--- config.mk ---
export PLATFORM = sky130hd
export DESIGN_NAME = prefetch_q_flat
export DESIGN_NICKNAME = d
export VERILOG_FILES = /design/src/rtl/prefetch_q_if.sv /design/src/rtl/prefetch_q.sv /design/src/flat_wrapper.sv
export SDC_FILE = /design/constraint.sdc
export NUM_CORES = 1
export LEC_CHECK = 0
export BUFFER_PORTS_ARGS = -buffer_cell sky130_fd_sc_hd__buf_2
export CORE_ASPECT_RATIO = 0.8
export CORE_MARGIN = 2
export CORE_UTILIZATION = 45
export CTS_CLUSTER_DIAMETER = 50
export DETAILED_ROUTE_END_ITERATION = 7
export MAX_ROUTING_LAYER = met4
export PLACE_DENSITY = 0.63
export SYNTH_ARGS = -nofsm -noshare
export SYNTH_HDL_FRONTEND = slang
export SYNTH_SLANG_ARGS = --single-unit
--- constraint.sdc ---
create_clock -name clk -period 4.49 [get_ports clk]
set_input_delay 0.6735 -clock clk [delete_from_list [all_inputs] [get_ports clk]]
set_output_delay 0.6735 -clock clk [all_outputs]
set_load 0.1 [all_outputs]
--- src/rtl/prefetch_q_if.sv ---
// prefetch_q_if: bundles every non-clock/reset signal of the instruction
// prefetch queue.
//   redirect / redirect_pc        : taken branch/jump and its target
//   mem_req / mem_addr            : one outstanding instruction fetch
//   mem_rvalid / mem_rdata        : single-cycle response to that fetch
//   inst_valid / inst / inst_pc   : head of the queue presented to IF
//   inst_ready                    : IF accepts the head this cycle
// The master modport is the queue side; the slave modport is the
// memory/pipeline environment side.
interface prefetch_q_if;
  logic        redirect;
  logic [31:0] redirect_pc;
  logic        mem_req;
  logic [31:0] mem_addr;
  logic        mem_rvalid;
  logic [31:0] mem_rdata;
  logic        inst_valid;
  logic [31:0] inst;
  logic [31:0] inst_pc;
  logic        inst_ready;

  modport master (
    input  redirect, redirect_pc, mem_rvalid, mem_rdata, inst_ready,
    output mem_req, mem_addr, inst_valid, inst, inst_pc
  );

  modport slave (
    output redirect, redirect_pc, mem_rvalid, mem_rdata, inst_ready,
    input  mem_req, mem_addr, inst_valid, inst, inst_pc
  );
endinterface

--- src/rtl/prefetch_q.sv ---
// prefetch_q: instruction prefetch queue with a single outstanding memory
// request. Fetches sequential words starting at RESET_PC (or at the last
// redirect target) into a DEPTH-entry FIFO and presents the head to IF.
// Ports:
//   clk  : sole clock, all state updates on its rising edge
//   rst  : synchronous active-high reset
//   bus  : prefetch_q_if.master (redirect, memory request/response,
//          head instruction handshake)
module prefetch_q #(
  parameter int unsigned DEPTH    = 4,
  parameter logic [31:0] RESET_PC = 32'd0
) (
  input  logic         clk,
  input  logic         rst,
  prefetch_q_if.master bus
);

  localparam int unsigned      PTR_W    = $clog2(DEPTH);
  localparam int unsigned      CNT_W    = PTR_W + 1;
  localparam logic [PTR_W-1:0] PTR_ZERO = PTR_W'(0);
  localparam logic [PTR_W-1:0] PTR_ONE  = PTR_W'(1);
  localparam logic [CNT_W-1:0] CNT_ZERO = CNT_W'(0);
  localparam logic [CNT_W-1:0] CNT_ONE  = CNT_W'(1);
  localparam logic [CNT_W-1:0] CNT_FULL = CNT_W'(DEPTH);

  // DROP: a request is still in flight but its answer belongs to a
  // flushed instruction stream and must be thrown away.
  typedef enum logic [1:0] {
    IDLE = 2'd0,
    WAIT = 2'd1,
    DROP = 2'd2
  } state_e;

  state_e           state_q, state_d;
  logic [CNT_W-1:0] count_q, count_d;
  logic [PTR_W-1:0] rd_ptr_q, rd_ptr_d;
  logic [PTR_W-1:0] wr_ptr_q, wr_ptr_d;
  logic [31:0]      fetch_pc_q, fetch_pc_d;
  logic [31:0]      mem_addr_q, mem_addr_d;
  logic [31:0]      data_q [DEPTH];
  logic [31:0]      data_d [DEPTH];
  logic [31:0]      pc_q   [DEPTH];
  logic [31:0]      pc_d   [DEPTH];

  logic             push_s;
  logic             pop_s;
  logic             inst_valid_s;
  logic [CNT_W-1:0] fill_s;

  assign inst_valid_s   = (count_q != CNT_ZERO);
  assign pop_s          = inst_valid_s && bus.inst_ready;
  // Occupancy after the response being accepted now and this cycle's pop;
  // the in-flight slot was reserved, so this never exceeds DEPTH.
  assign fill_s         = count_q + CNT_ONE - (pop_s ? CNT_ONE : CNT_ZERO);

  assign bus.mem_req    = (state_q == WAIT) || (state_q == DROP);
  assign bus.mem_addr   = mem_addr_q;
  assign bus.inst_valid = inst_valid_s;
  assign bus.inst       = inst_valid_s ? data_q[rd_ptr_q] : 32'd0;
  assign bus.inst_pc    = inst_valid_s ? pc_q[rd_ptr_q]   : 32'd0;

  // Next-state, request address and queue bookkeeping.
  always_comb begin
    state_d    = state_q;
    count_d    = count_q;
    rd_ptr_d   = rd_ptr_q;
    wr_ptr_d   = wr_ptr_q;
    fetch_pc_d = fetch_pc_q;
    mem_addr_d = mem_addr_q;
    data_d     = data_q;
    pc_d       = pc_q;
    push_s     = 1'b0;

    case (state_q)
      IDLE: begin
        // Launch only when a slot can be reserved; a redirect in IDLE
        // just retargets fetch_pc and the launch follows next cycle.
        if (!bus.redirect && (count_q < CNT_FULL)) begin
          state_d    = WAIT;
          mem_addr_d = fetch_pc_q;
        end else begin
          state_d = IDLE;
        end
      end
      WAIT: begin
        if (bus.mem_rvalid) begin
          if (bus.redirect) begin
            state_d = IDLE;
          end else begin
            push_s = 1'b1;
            if (fill_s < CNT_FULL) begin
              state_d    = WAIT;
              mem_addr_d = fetch_pc_q + 32'd4;
            end else begin
              state_d = IDLE;
            end
          end
        end else if (bus.redirect) begin
          state_d = DROP;
        end else begin
          state_d = WAIT;
        end
      end
      DROP: begin
        // The stale answer retires the request even if another redirect
        // arrives alongside it; otherwise we would wait forever.
        if (bus.mem_rvalid) begin
          state_d = IDLE;
        end else begin
          state_d = DROP;
        end
      end
      default: begin
        state_d = IDLE;
      end
    endcase

    if (bus.redirect) begin
      count_d    = CNT_ZERO;
      rd_ptr_d   = PTR_ZERO;
      wr_ptr_d   = PTR_ZERO;
      fetch_pc_d = bus.redirect_pc;
    end else begin
      if (push_s) begin
        data_d[wr_ptr_q] = bus.mem_rdata;
        pc_d[wr_ptr_q]   = fetch_pc_q;
        wr_ptr_d         = wr_ptr_q + PTR_ONE;
        fetch_pc_d       = fetch_pc_q + 32'd4;
      end else begin
        wr_ptr_d = wr_ptr_q;
      end
      if (pop_s) begin
        rd_ptr_d = rd_ptr_q + PTR_ONE;
      end else begin
        rd_ptr_d = rd_ptr_q;
      end
      count_d = count_q + (push_s ? CNT_ONE : CNT_ZERO) - (pop_s ? CNT_ONE : CNT_ZERO);
    end
  end

  // State, pointers, addresses and queue storage.
  always_ff @(posedge clk) begin
    if (rst) begin
      state_q    <= IDLE;
      count_q    <= CNT_ZERO;
      rd_ptr_q   <= PTR_ZERO;
      wr_ptr_q   <= PTR_ZERO;
      fetch_pc_q <= RESET_PC;
      mem_addr_q <= 32'd0;
      for (int i = 0; i < int'(DEPTH); i++) begin
        data_q[i] <= 32'd0;
        pc_q[i]   <= 32'd0;
      end
    end else begin
      state_q    <= state_d;
      count_q    <= count_d;
      rd_ptr_q   <= rd_ptr_d;
      wr_ptr_q   <= wr_ptr_d;
      fetch_pc_q <= fetch_pc_d;
      mem_addr_q <= mem_addr_d;
      data_q     <= data_d;
      pc_q       <= pc_d;
    end
  end

endmodule

--- src/flat_wrapper.sv ---
// flat-port wrapper written by rule: the top's interface ports become plain ports
module prefetch_q_flat 
#(
  parameter int unsigned DEPTH    = 4,
  parameter logic [31:0] RESET_PC = 32'd0
)
  (clk, rst, bus_redirect, bus_redirect_pc, bus_mem_rvalid, bus_mem_rdata, bus_inst_ready, bus_mem_req, bus_mem_addr, bus_inst_valid, bus_inst, bus_inst_pc);
  prefetch_q_if bus_i ();
  input  logic clk;
  input  logic rst;
  input wire logic [$bits(bus_i.redirect)-1:0] bus_redirect;
  input wire logic [$bits(bus_i.redirect_pc)-1:0] bus_redirect_pc;
  input wire logic [$bits(bus_i.mem_rvalid)-1:0] bus_mem_rvalid;
  input wire logic [$bits(bus_i.mem_rdata)-1:0] bus_mem_rdata;
  input wire logic [$bits(bus_i.inst_ready)-1:0] bus_inst_ready;
  output wire logic [$bits(bus_i.mem_req)-1:0] bus_mem_req;
  output wire logic [$bits(bus_i.mem_addr)-1:0] bus_mem_addr;
  output wire logic [$bits(bus_i.inst_valid)-1:0] bus_inst_valid;
  output wire logic [$bits(bus_i.inst)-1:0] bus_inst;
  output wire logic [$bits(bus_i.inst_pc)-1:0] bus_inst_pc;
  assign bus_i.redirect = bus_redirect;
  assign bus_i.redirect_pc = bus_redirect_pc;
  assign bus_i.mem_rvalid = bus_mem_rvalid;
  assign bus_i.mem_rdata = bus_mem_rdata;
  assign bus_i.inst_ready = bus_inst_ready;
  assign bus_mem_req = bus_i.mem_req;
  assign bus_mem_addr = bus_i.mem_addr;
  assign bus_inst_valid = bus_i.inst_valid;
  assign bus_inst = bus_i.inst;
  assign bus_inst_pc = bus_i.inst_pc;
  prefetch_q #(.DEPTH(DEPTH), .RESET_PC(RESET_PC)) u_core (.clk(clk), .rst(rst), .bus(bus_i));
endmodule
# Word level (Yosys, flattened, before mapping)
# Cells that the tools add are included.
[word_totals]
in_bits = 69
reg_bits = 329
output_inout_bits = 98
[classes]
eq_ne = 6
n_lt_le_gt_ge = 5
bitwise = 3
reduce_logical = 12
addsub = 7
muxes = 31
[op_table]
columns = ["operator", "n"]
rows = [
  ["$mux W32", 13],
  ["$bwmux W128", 2],
  ["$bmux W32 S2", 2],
  ["$demux W32 S2", 1],
  ["$pmux W32 S2", 1],
  ["$add A32 B3 Y32 const B", 1],
  ["$mux W2", 4],
  ["$mux W1", 7],
  ["$ge A3 B3 Y1 const B", 2],
  ["$lt A3 B3 Y1 const B", 2],
  ["$ne A2 B2 Y1 const B", 3],
  ["$not A2 Y3", 2],
  ["$pmux W2 S3", 1],
  ["$sub A3 B3 Y3", 2],
  ["$reduce_and A5 Y1", 1],
  ["$add A2 B1 Y2 const B", 2],
  ["$reduce_bool A2 Y1", 2],
  ["$add A3 B1 Y3 const B", 1],
  ["$add A3 B3 Y3", 1],
  ["$logic_and A1 B1 Y1", 3],
  ["$lt A3 B1 Y1 const B", 1],
  ["$reduce_bool A3 Y1", 1],
  ["$eq A2 B1 Y1 const B", 1],
  ["$eq A2 B2 Y1 const B", 1],
  ["other kinds (7)", 7],
]

# Depth between registers and ports, before layout
# Gate-level depths: netlist of run 1.
[depth]
word_depth = 9
mapped_depth = 10
mapped_depth_nobuf = 8

# Least setup slack after synthesis of run 1
# No wires, ideal clock.
[synth_path]
kind = "register -> output"
from = "reg u_core.count_q[2]"
to = "out bus_inst_pc[22]"
path_buffers = 1
required_time_ns = 3.817
t_arrival_ns = 2.387
slack_ns = 1.430
stages_incl_launch_ff = 4
path_cell_list = "dfxtp_1 -> or3_1 -> clkbuf_1 -> and2_1"
[synth_between]
elab_chain_cells = 2
[synth_rtl]
columns = ["item", "line_no", "text"]
rows = [
  ["start, declared", "prefetch_q.sv:35", "logic [CNT_W-1:0] count_q, count_d;"],
  ["start signal, assigned", "prefetch_q.sv:156", "count_q <= count_d;"],
  ["$reduce_bool A3 Y1", "prefetch_q.sv:50", "assign inst_valid_s = (count_q != CNT_ZERO);"],
  ["named net bus_inst_valid", "flat_wrapper.sv:18", "output wire logic [$bits(bus_i.inst_valid)-1:0] bus_inst_valid;"],
  ["$mux W32", "prefetch_q.sv:60", "assign bus.inst_pc = inst_valid_s ? pc_q[rd_ptr_q] : 32'd0;"],
  ["end, declared", "flat_wrapper.sv:20", "output wire logic [$bits(bus_i.inst_pc)-1:0] bus_inst_pc;"],
]
# The timed path passes the listed nets, and every way through them passes these cells.

# Final worst setup path of run 1
[layout_path]
from = "reg u_core.rd_ptr_q[0]"
to = "out bus_inst_pc[18]"
[layout_between]
elab_chain_cells = 5
[layout_rtl]
columns = ["item", "line_no", "text"]
rows = [
  ["start, declared", "prefetch_q.sv:36", "logic [PTR_W-1:0] rd_ptr_q, rd_ptr_d;"],
  ["start signal, assigned", "prefetch_q.sv:157", "rd_ptr_q <= rd_ptr_d;"],
  ["$not A2 Y3 (not written as such)", "prefetch_q.sv:60", ""],
  ["$bmux W32 S2", "prefetch_q.sv:60", ""],
  ["$mux W32 (not written as such) (2 in series)", "prefetch_q.sv:60", ""],
  ["$mux W32", "prefetch_q.sv:60", ""],
]
# Every way passes these cells. The select of a mux whose other input is x is not followed.

==> results.sh, run 1 <==
export IMPL_cts_setup_buffers=0
export IMPL_clock_sinks=329
export IMPL_crit_path_max_incr_delay_ps=680
export IMPL_design_die_area_mm2=0.0340
export IMPL_fmax_ghz=0.291
export IMPL_timing_final_hold_violations=0
export IMPL_crit_path_end_kind="output pin"
export IMPL_gr_total_overflow=0
export IMPL_nNetsFinal=1907
export IMPL_groute_layer_met1_usage_pct=32.7
export IMPL_ctsResizeCount=0
export IMPL_synth_flop_cell="dfxtp_1"
export IMPL_fin_crit_ps=3430
export IMPL_fin_ws_ps=1060
export IMPL_synth_cells=1760
export IMPL_critPathLaunch="u_core.rd_ptr_q[0]$_SDFFE_PP0P_"
export IMPL_required_ps=3820
export IMPL_design_power_total_mw=6.63
export IMPL_maxCapViolations=0
export IMPL_cts_root_buf="clkbuf_16"
export IMPL_peakVddDrop_v=0.000205
export IMPL_grt_use_met2_pct=40.5
export IMPL_worstSkewPairLatency_ps=520
export IMPL_clock_path_buffers=3
export IMPL_htreeDepth=2
export IMPL_nFillCells=3067
export IMPL_core_area_mm2=0.0323
export IMPL_io_pins=167
export IMPL_final_setup_skew_ps=18.7
export IMPL_via_per_inst=5.47
export IMPL_grtUsageMet3_pct=4.38
export IMPL_wire_per_inst_um=18.1
export IMPL_crit_fanout=24
export IMPL_dpl_hpwl_um=25000
export IMPL_synth_cell_types=41
export IMPL_area_delta_synth_final_pct=15.0
export IMPL_syn_nets=1842
export IMPL_postRouteAntennaNets=0
export IMPL_p_leak_nw=5.89
export IMPL_critPathLaunchType="flop"
export IMPL_crit_type="flop to output pin"
export IMPL_gp_congestion=0.845
export IMPL_drt_iter0_markers=882
export IMPL_antenna_found_initial=3
export IMPL_rsz0062_at_grt="no"
export IMPL_io_buffers=166
export IMPL_die_w_um=206
export IMPL_r2r_start="u_core.state_q[1]$_SDFF_PP0_"
export IMPL_holdBufCountCts=0
export IMPL_grt_pass1_wl_um=65300
export IMPL_start_util_pct=45.4
export IMPL_async_reset_ff_share_pct=0
export IMPL_first_pass_iters=5
export IMPL_post_synth_top_area_cell="dfxtp_1"
export IMPL_crit_chain="buf_4, mux4_2, and2_1, buf_2"
export IMPL_grt_max_degree=154
export IMPL_layout_common_cells="541 x nand2_1, 327 x dfxtp_1, 271 x a21oi_1"
export IMPL_tns_ps=0
export IMPL_vias=12500
export IMPL_track_usage_pct=24.9
export IMPL_crit_arrival_ps=2760
export IMPL_synth_area_mm2=0.0146
export IMPL_syn_area_per_cell_um2=8.32
export IMPL_die_y_um=165
export IMPL_grt_pass1_vias=11900
export IMPL_cts_tree="done"
export IMPL_status="completed"
export IMPL_hp_start="bus_redirect_pc[10]"
export IMPL_p_per_area_mw_per_mm2=394
export IMPL_rows=59
export IMPL_final_common_cell="nand2_1"
export IMPL_ys_seq_area_share_pct=45.0
export IMPL_setup_viol=0
export IMPL_grt_busiest_layer="met2"
export IMPL_ys_warn_count=0
export IMPL_clkTransAtPathRegs_ps=60
export IMPL_synth_top_area_share_pct=45.0
export IMPL_pre_cts_ws_ps=1450
export IMPL_slowest_stage="dfxtp_4"
export IMPL_multi_input_area_mm2=0.00738
export IMPL_synth_seq_cells=329
export IMPL_route_detailed_drc=0
export IMPL_hold_class="input port to flop"
export IMPL_cts_inserted_buffers=37
export IMPL_period_share_pct=76.5
export IMPL_drive_above_1_share_pct=17.4
export IMPL_slew_viol_final=0
export IMPL_synth_area_leaders="dfxtp_1 45%, nand2_1 14%, mux4_2 9.8%"
export IMPL_relSlewSlack_pct=30.0
export IMPL_postRouteWirelength_um=41300
export IMPL_worst_pin_slew_ps=1050
export IMPL_synth_edff_count=0
export IMPL_regArea_mm2=0.00659
## metal layers
layer / vias to the layer above / wire length (µm)
li1: 6064 / -
met1: 5966 / 18300
met2: 370 / 19400
met3: 62 / 2840
met4: 0 / 781
met5: - / 0
## state kept, by name, summed over array words and instances (netlist names)
register and flops:
u_core.rd_ptr_q 2, u_core.fetch_pc_q 32, u_core.pc_q 128, u_core.state_q 2, u_core.wr_ptr_q 2, u_core.bus.mem_addr 32, u_core.count_q 3, u_core.data_q 128
## cell families (layout without fill, tap and decap cells)
logic type,after synthesis,after routing,synth area share [%]
xor+xnor,56,56,3.35
buf+inv,174,264,4.76
flops,329,329,45.0
mux,73,73,10.5
compound gates,330,330,12.3
simple gates,785,785,22.9
other cells,0,2,0
fa+ha+maj,13,13,1.16
## critical path, delay by kind of cell, from the launching register on
family	cells	cell delay, ps
and+or+nand+nor	1	190
muxes	1	610
DFF	1	680
buffers and inverters	2	750
## power by group
part	switching (mW)	total [mW]	internal (mW)
sequential	0.0856	3.06	2.98
combinational	0.440	0.578	0.138
clock	1.21	2.99	1.78
total	1.74	6.63	4.90
## final cells by class
type	instances	area share [%]
clock buffer	57	6.67
sequential	329	39.1
antenna	2	0.0297
inverter	13	0.290
multi-input combinational	1257	43.8
tap	427	3.17
timing repair buffer	187	6.45
clock inverter	7	0.423
## Yosys cell counts, types with 2 or more instances
cell type and number:
a311oi_1 4, ha_1 12, or4_1 2, and4_1 4
mux4_2 64, xor2_1 12, a211oi_1 40, buf_4 2
clkbuf_1 121, inv_1 13, nor3_1 17, nand3_1 17
dfxtp_1 329, o22ai_1 2, nand4_1 18, a21oi_1 271
nand2_1 545, and2_1 68, or3_1 5, mux2i_1 9
buf_2 22, xnor2_1 44, nor4_1 17, nor2_1 75
o21ai_0 5, and3_1 14, buf_1 14
## metrics by stage
step,std cells,hold WS (ps),utilization (%),instance area (µm²)
finish,2279,404,52.2,16800
detailed placement,2213,443,48.5,15600
floorplan,1760,433,-,14600
global placement,2213,438,48.5,15600
CTS,2277,396,52.2,16800
global route,2279,403,52.2,16800
## worst paths after layout
path	end	slack (ps)	depth (start not counted)
worst max-delay path	bus_inst_pc[18]	1060	4
worst min-delay path	u_core.fetch_pc_q[10]$_SDFFE_PP0N_	400	3
worst max register to register	u_core.pc_q[94]$_SDFFE_PP0P_	1690	8
worst min register to register	u_core.data_q[115]$_SDFFE_PP0P_	450	2
Note: power is estimated with default switching activity, not from simulation.
==> inputs of run 2 (changes only) <==
--- a/config.mk
+++ b/config.mk
@@ -12,7 +12,7 @@
 export CTS_CLUSTER_DIAMETER = 50
 export DETAILED_ROUTE_END_ITERATION = 7
 export MAX_ROUTING_LAYER = met4
-export PLACE_DENSITY = 0.63
+export PLACE_DENSITY = 0.65
 export SYNTH_ARGS = -nofsm -noshare
 export SYNTH_HDL_FRONTEND = slang
 export SYNTH_SLANG_ARGS = --single-unit
==> constraint.sdc (replaced) <==
create_clock -name clk -period 3.09 [get_ports clk]
set_input_delay 0.4635 -clock clk [delete_from_list [all_inputs] [get_ports clk]]
set_output_delay 0.4635 -clock clk [all_outputs]
set_load 0.1 [all_outputs]
==> results.sh, run 2 (synthesis results as in run 1) <==
export IMPL_drive_above_1_share_pct=18.3
export IMPL_antenna_found_initial=2
export IMPL_slowest_stage="dfxtp_4"
export IMPL_design_die_area_mm2=0.0340
export IMPL_swShare_pct=25.9
export IMPL_reg2reg_to="u_core.bus.mem_addr[19]$_SDFFE_PP0P_"
export IMPL_io_pins=167
export IMPL_timing_final_hold_violations=0
export IMPL_reg2reg_slack_ps=270
export IMPL_grtUsageMet3_pct=3.22
export IMPL_fmax_ghz=0.346
export IMPL_reg_top3="u_core.data_q: 128 flops, u_core.pc_q: 128 flops"
export IMPL_critPathLaunch="u_core.rd_ptr_q[0]$_SDFFE_PP0P_"
export IMPL_clkTransAtPathRegs_ps=60
export IMPL_postRouteAntennaNets=0
export IMPL_crit_fanout=29
export IMPL_fin_ws_ps=203
export IMPL_peakVddDrop_v=0.000320
export IMPL_worst_pin_slew_ps=844
export IMPL_fin_crit_ps=2890
export IMPL_combPwrFrac_pct=9.0
export IMPL_die_w_um=206
export IMPL_pwr_share_seq_pct=45.8
export IMPL_hold_class="input port to flop"
export IMPL_grt_busiest_layer="met2"
export IMPL_groute_layer_met1_usage_pct=32.5
export IMPL_power_switching_mw=2.51
export IMPL_crit_path_max_incr_delay_ps=540
export IMPL_rsz0062_at_grt="no"
export IMPL_nNetsFinal=1925
export IMPL_io_buffers=166
export IMPL_holdBufCountCts=0
export IMPL_track_usage_pct=24.6
export IMPL_cts_root_buf="clkbuf_16"
export IMPL_area_delta_synth_final_pct=16.4
export IMPL_cts_tree="done"
export IMPL_period_share_pct=93.4
export IMPL_p_leak_nw=5.99
export IMPL_crit_chain="buf_12, mux4_2, and2_1, buf_2"
export IMPL_dpl_hpwl_um=25700
export IMPL_route_detailed_drc=0
export IMPL_crit_arrival_ps=2420
export IMPL_cts_inserted_buffers=37
export IMPL_grt_use_met2_pct=39.9
export IMPL_clock_path_buffers=3
export IMPL_required_ps=2630
export IMPL_postPlaceCellArea_mm2=0.0158
export IMPL_slew_viol_final=0
export IMPL_maxCapViolations=0
export IMPL_finish_instance_area_mm2=0.0170
export IMPL_grt_pass1_vias=11900
export IMPL_worstSkewPairLatency_ps=520
export IMPL_pre_cts_ws_ps=268
export IMPL_path_delay_family="buffers and inverters"
export IMPL_crit_path_end_kind="output pin"
export IMPL_htreeDepth=2
export IMPL_core_area_mm2=0.0323
export IMPL_setup_viol=0
export IMPL_critPathCapture="bus_inst[23]"
export IMPL_gp_congestion=0.840
export IMPL_drt_iter0_markers=941
export IMPL_postRouteWirelength_um=41200
export IMPL_grt_pass1_wl_um=64600
export IMPL_first_pass_iters=6
export IMPL_gr_total_overflow=0
export IMPL_power_internal_mw=7.17
export IMPL_critical_path_depth=4
export IMPL_final_setup_skew_ps=23.3
export IMPL_status="completed"
export IMPL_crit_type="flop to output pin"
export IMPL_die_y_um=165
export IMPL_grt_max_degree=96
export IMPL_final_common_cell="nand2_1"
export IMPL_tns_ps=0
export IMPL_start_util_pct=45.4
export IMPL_rows=59
export IMPL_p_per_area_mw_per_mm2=568
export IMPL_cts_setup_buffers=0
export IMPL_wire_per_inst_um=17.9
export IMPL_ctsResizeCount=0
export IMPL_layout_common_cells="541 x nand2_1, 327 x dfxtp_1, 271 x a21oi_1"
export IMPL_r2r_cells=9
export IMPL_via_per_inst=5.46
export IMPL_relSlewSlack_pct=43.7
export IMPL_clock_sinks=329
export IMPL_r2r_start="u_core.count_q[2]$_SDFF_PP0_"
export IMPL_clockPowerShare_pct=45.2
export IMPL_critPathLaunchType="flop"
export IMPL_vias=12600
export IMPL_crit_buf_inv=2
-- run 2: changes by cell type in the layout (fill, tap and decap cells not counted) --
cell / delta
inv_6: -2
clkinv_2: -1
clkbuf_1: -3
clkinvlp_4: +1
diode_2: +1
bufinv_16: +1
buf_4: +15
inv_8: +1
clkbuf_8: -2
clkinv_4: +4
buf_12: +3
-- run 2: final cells by class --
type,count,area (µm²)
well taps,427,534
fillers,2984,15200
inverters,13,48.8
clock inverters,11,133
repair buffers,205,1260
multi-input cells,1257,7380
flip-flops and latches,329,6590
diodes,3,7.51
clock buffers,52,1080
-- run 2: worst register-to-register path, stage by stage, from the launching register on --
cell and delay (ps):
dfxtp_1 370, or3_2 500, nand2_1 100, ha_1 170
nand3_1 100, or4_1 470, o31ai_4 230, buf_4 440
nor2_1 90, a211oi_1 250
-- run 2: worst min-delay path by stage --
| stage | cells after the start | startpoint | end | slack [ps] |
|---|---|---|---|---|
| final | 3 | bus_redirect_pc[5] | u_core.fetch_pc_q[5]$_SDFFE_PP0N_ | 180 |
| after global routing | 2 | bus_mem_rvalid | u_core.state_q[1]$_SDFF_PP0_ | 200 |
| after detailed placement | 2 | u_core.data_q[37]$_SDFFE_PP0P_ | u_core.data_q[37]$_SDFFE_PP0P_ | 450 |
| after global placement | 2 | u_core.data_q[24]$_SDFFE_PP0P_ | u_core.data_q[24]$_SDFFE_PP0P_ | 440 |
| after floorplan | 2 | u_core.data_q[32]$_SDFFE_PP0P_ | u_core.data_q[32]$_SDFFE_PP0P_ | 430 |
| after CTS | 2 | bus_mem_rvalid | u_core.state_q[1]$_SDFF_PP0_ | 170 |
-- run 2: routing by layer --
layer / wire length (µm) / share of wire (%)
met2: 19600 / 47
met4: 940 / 2.3
met1: 18100 / 44
met5: 0 / 0
met3: 2620 / 6.4
-- run 2: metrics by stage --
step | instances | total power [mW] | hold slack, ps | utilization (%)
3_5_place_dp | 2231 | 5.40 | 446 | 49.0
6_report | 2297 | 9.68 | 184 | 52.8
4_1_cts | 2294 | 9.76 | 168 | 52.8
2_1_floorplan | 1760 | 5.16 | 433 | -
5_1_grt | 2296 | 10.0 | 196 | 52.8
3_3_place_gp | 2231 | 5.39 | 438 | 49.0
-- run 2: power by group through the flow --
stage	combinational, mW	clock, mW	sequential, mW
final	0.868	4.37	4.44
after global routing	0.920	4.63	4.45
after CTS	0.870	4.46	4.44
after detailed placement	0.868	0	4.53
after global placement	0.859	0	4.53
after floorplan	0.401	0	4.76
==> inputs of run 3 (changes only) <==
--- a/config.mk
+++ b/config.mk
@@ -5,6 +5,7 @@
 export SDC_FILE = /design/constraint.sdc
 export NUM_CORES = 1
 export LEC_CHECK = 0
+export ABC_AREA = 1
 export BUFFER_PORTS_ARGS = -buffer_cell sky130_fd_sc_hd__buf_2
 export CORE_ASPECT_RATIO = 0.8
 export CORE_MARGIN = 2
==> results.sh, run 3 <==
export IMPL_multi_input_area_mm2=0.00692
export IMPL_via_per_inst=5.61
export IMPL_clock_path_buffers=3
export IMPL_required_ps=2630
export IMPL_regArea_mm2=0.00659
export IMPL_crit_path_end_kind="output pin"
export IMPL_htreeDepth=2
export IMPL_ys_seq_area_share_pct=43.4
export IMPL_final_common_cell="a21oi_1"
export IMPL_postRouteAntennaNets=0
export IMPL_synth_cells=2101
export IMPL_syn_nets=2183
export IMPL_clockPowerShare_pct=47.2
export IMPL_fin_ws_ps=213
export IMPL_design_die_area_mm2=0.0352
export IMPL_peakVddDrop_v=0.000414
export IMPL_p_per_area_mw_per_mm2=604
export IMPL_synth_edff_count=0
export IMPL_worst_pin_slew_ps=851
export IMPL_ys_warn_count=0
export IMPL_synth_most_common_cell="a21oi_1"
export IMPL_hp_start="bus_redirect_pc[1]"
export IMPL_critPathLaunchType="flop"
export IMPL_final_setup_skew_ps=25.0
export IMPL_wire_per_inst_um=18.0
export IMPL_fin_crit_ps=2880
export IMPL_finish_instance_area_mm2=0.0177
export IMPL_postRouteWirelength_um=46800
export IMPL_synth_area_leaders="dfxtp_1 43%, a21oi_1 17%, nand2_1 6.9%"
export IMPL_pwr_share_seq_pct=41.7
export IMPL_worstSkewPairLatency_ps=540
export IMPL_relSlewSlack_pct=43.3
export IMPL_cts_tree="done"
export IMPL_drive_above_1_share_pct=13.7
export IMPL_swShare_pct=28.0
export IMPL_grt_pass1_vias=13600
export IMPL_die_y_um=168
export IMPL_slew_viol_final=0
export IMPL_synth_area_mm2=0.0152
export IMPL_core_area_mm2=0.0334
export IMPL_synth_cell_types=38
export IMPL_post_synth_top_area_cell="dfxtp_1"
export IMPL_holdBufCountCts=0
export IMPL_maxCapViolations=0
export IMPL_clkTransAtPathRegs_ps=60
export IMPL_gp_congestion=0.850
export IMPL_area_delta_synth_final_pct=16.8
export IMPL_hold_class="input port to flop"
export IMPL_grt_max_degree=132
export IMPL_first_pass_iters=6
export IMPL_crit_fanout=91
export IMPL_holdWs_ps=142
export IMPL_synth_common_cells="528 x a21oi_1, 329 x dfxtp_1, 277 x nand2_1"
export IMPL_power_internal_mw=7.71
export IMPL_setup_viol=0
export IMPL_clock_sinks=329
export IMPL_critPathLaunch="u_core.rd_ptr_q[0]$_SDFFE_PP0P_"
export IMPL_antenna_found_initial=1
export IMPL_grt_pass1_wl_um=74600
export IMPL_syn_area_per_cell_um2=7.22
export IMPL_crit_arrival_ps=2410
export IMPL_cts_inserted_buffers=39
export IMPL_track_usage_pct=26.9
export IMPL_die_w_um=209
export IMPL_gr_total_overflow=0
export IMPL_synth_seq_cells=329
export IMPL_fmax_ghz=0.348
export IMPL_reg_top3="u_core.data_q: 128 flops, u_core.pc_q: 128 flops"
export IMPL_pre_cts_ws_ps=648
export IMPL_async_reset_ff_share_pct=0
export IMPL_power_switching_mw=2.99
export IMPL_nFillCells=3219
export IMPL_layout_common_cells="528 x a21oi_1, 327 x dfxtp_1, 277 x nand2_1"
export IMPL_period_share_pct=93.1
export IMPL_combPwrFrac_pct=11.1
export IMPL_start_util_pct=45.4
export IMPL_postPlaceCellArea_mm2=0.0163
export IMPL_synth_top_area_share_pct=43.4
export IMPL_rsz0062_at_grt="no"
export IMPL_p_leak_nw=6.04
export IMPL_synth_flop_cell="dfxtp_1"
export IMPL_route_detailed_drc=0
export IMPL_io_buffers=166
export IMPL_r2r_start="u_core.count_q[2]$_SDFF_PP0_"
export IMPL_final_cells=2594
export IMPL_timing_final_hold_violations=0
export IMPL_cts_root_buf="clkbuf_16"
export IMPL_vias=14600
export IMPL_crit_type="flop to output pin"
export IMPL_rows=60
export IMPL_nNetsFinal=2215
export IMPL_status="completed"
export IMPL_dpl_hpwl_um=27500
export IMPL_drt_iter0_markers=1248
export IMPL_io_pins=167
export IMPL_tns_ps=0
export IMPL_dp_cells=2526
[run 3: cell type report]
class / instances / share of cell area, %
flip-flops and latches: 329 / 37.2
inverters: 172 / 3.76
diodes: 1 / 0.0141
clock inverters: 23 / 2.07
clock buffers: 44 / 5.84
multi-input cells: 1396 / 39.0
repair buffers: 195 / 9.03
well taps: 434 / 3.06
[run 3: final timing paths]
path	end	slack, ps	cells after the start
setup reg to reg	u_core.bus.mem_addr[17]$_SDFFE_PP0P_	710	11
hold / removal	u_core.fetch_pc_q[1]$_SDFFE_PP0P_	140	3
hold reg to reg	u_core.data_q[63]$_SDFFE_PP0P_	450	2
setup / recovery	bus_inst[14]	210	5
[run 3: logic make-up after synthesis]
family	Yosys count	share of synthesized area, %
compound gates	860	28.9
buf+inv	376	11.1
fa+ha+maj	13	1.12
simple gates	506	14.5
flops	329	43.4
xor+xnor	17	0.981
[run 3: per-stage QoR]
step | utilization [%] | power, mW
after detailed placement | 48.8 | 5.74
final | 53.1 | 10.7
after CTS | 53.0 | 10.8
after global routing | 53.1 | 11.0
after global placement | 48.8 | 5.72
after floorplan | - | 5.45
[run 3: power groups by stage]
| stage | Sequential (mW) | Combinational [mW] | Clock (mW) |
|---|---|---|---|
| final | 4.46 | 1.19 | 5.05 |
| after global routing | 4.47 | 1.27 | 5.31 |
| after CTS | 4.46 | 1.19 | 5.13 |
| after detailed placement | 4.55 | 1.18 | 0 |
| after global placement | 4.55 | 1.17 | 0 |
| after floorplan | 4.90 | 0.551 | 0 |
[run 3: critical path, stage by stage (launching register included)]
cell and delay (ps):
dfxtp_4 370, inv_6 480, buf_12 280, o21ai_0 110, a21oi_1 140, buf_2 450
[run 3: per-layer routing]
| layer | share of wire [%] | wire, µm | track usage [%] | vias up |
|---|---|---|---|---|
| met5 | 0 | 0 | - | - |
| met4 | 1.7 | 783 | 7.55 | 0 |
| met3 | 7.2 | 3390 | 3.69 | 56 |
| met2 | 44 | 20800 | 40.9 | 529 |
| met1 | 47 | 21900 | 37.4 | 6830 |
| li1 | - | - | - | 7147 |
[run 3: repair_timing]
item                                    CTS  global route
setup buffers                             0             0
endpoints found under the setup margin    0            14
resized for setup                         0             3
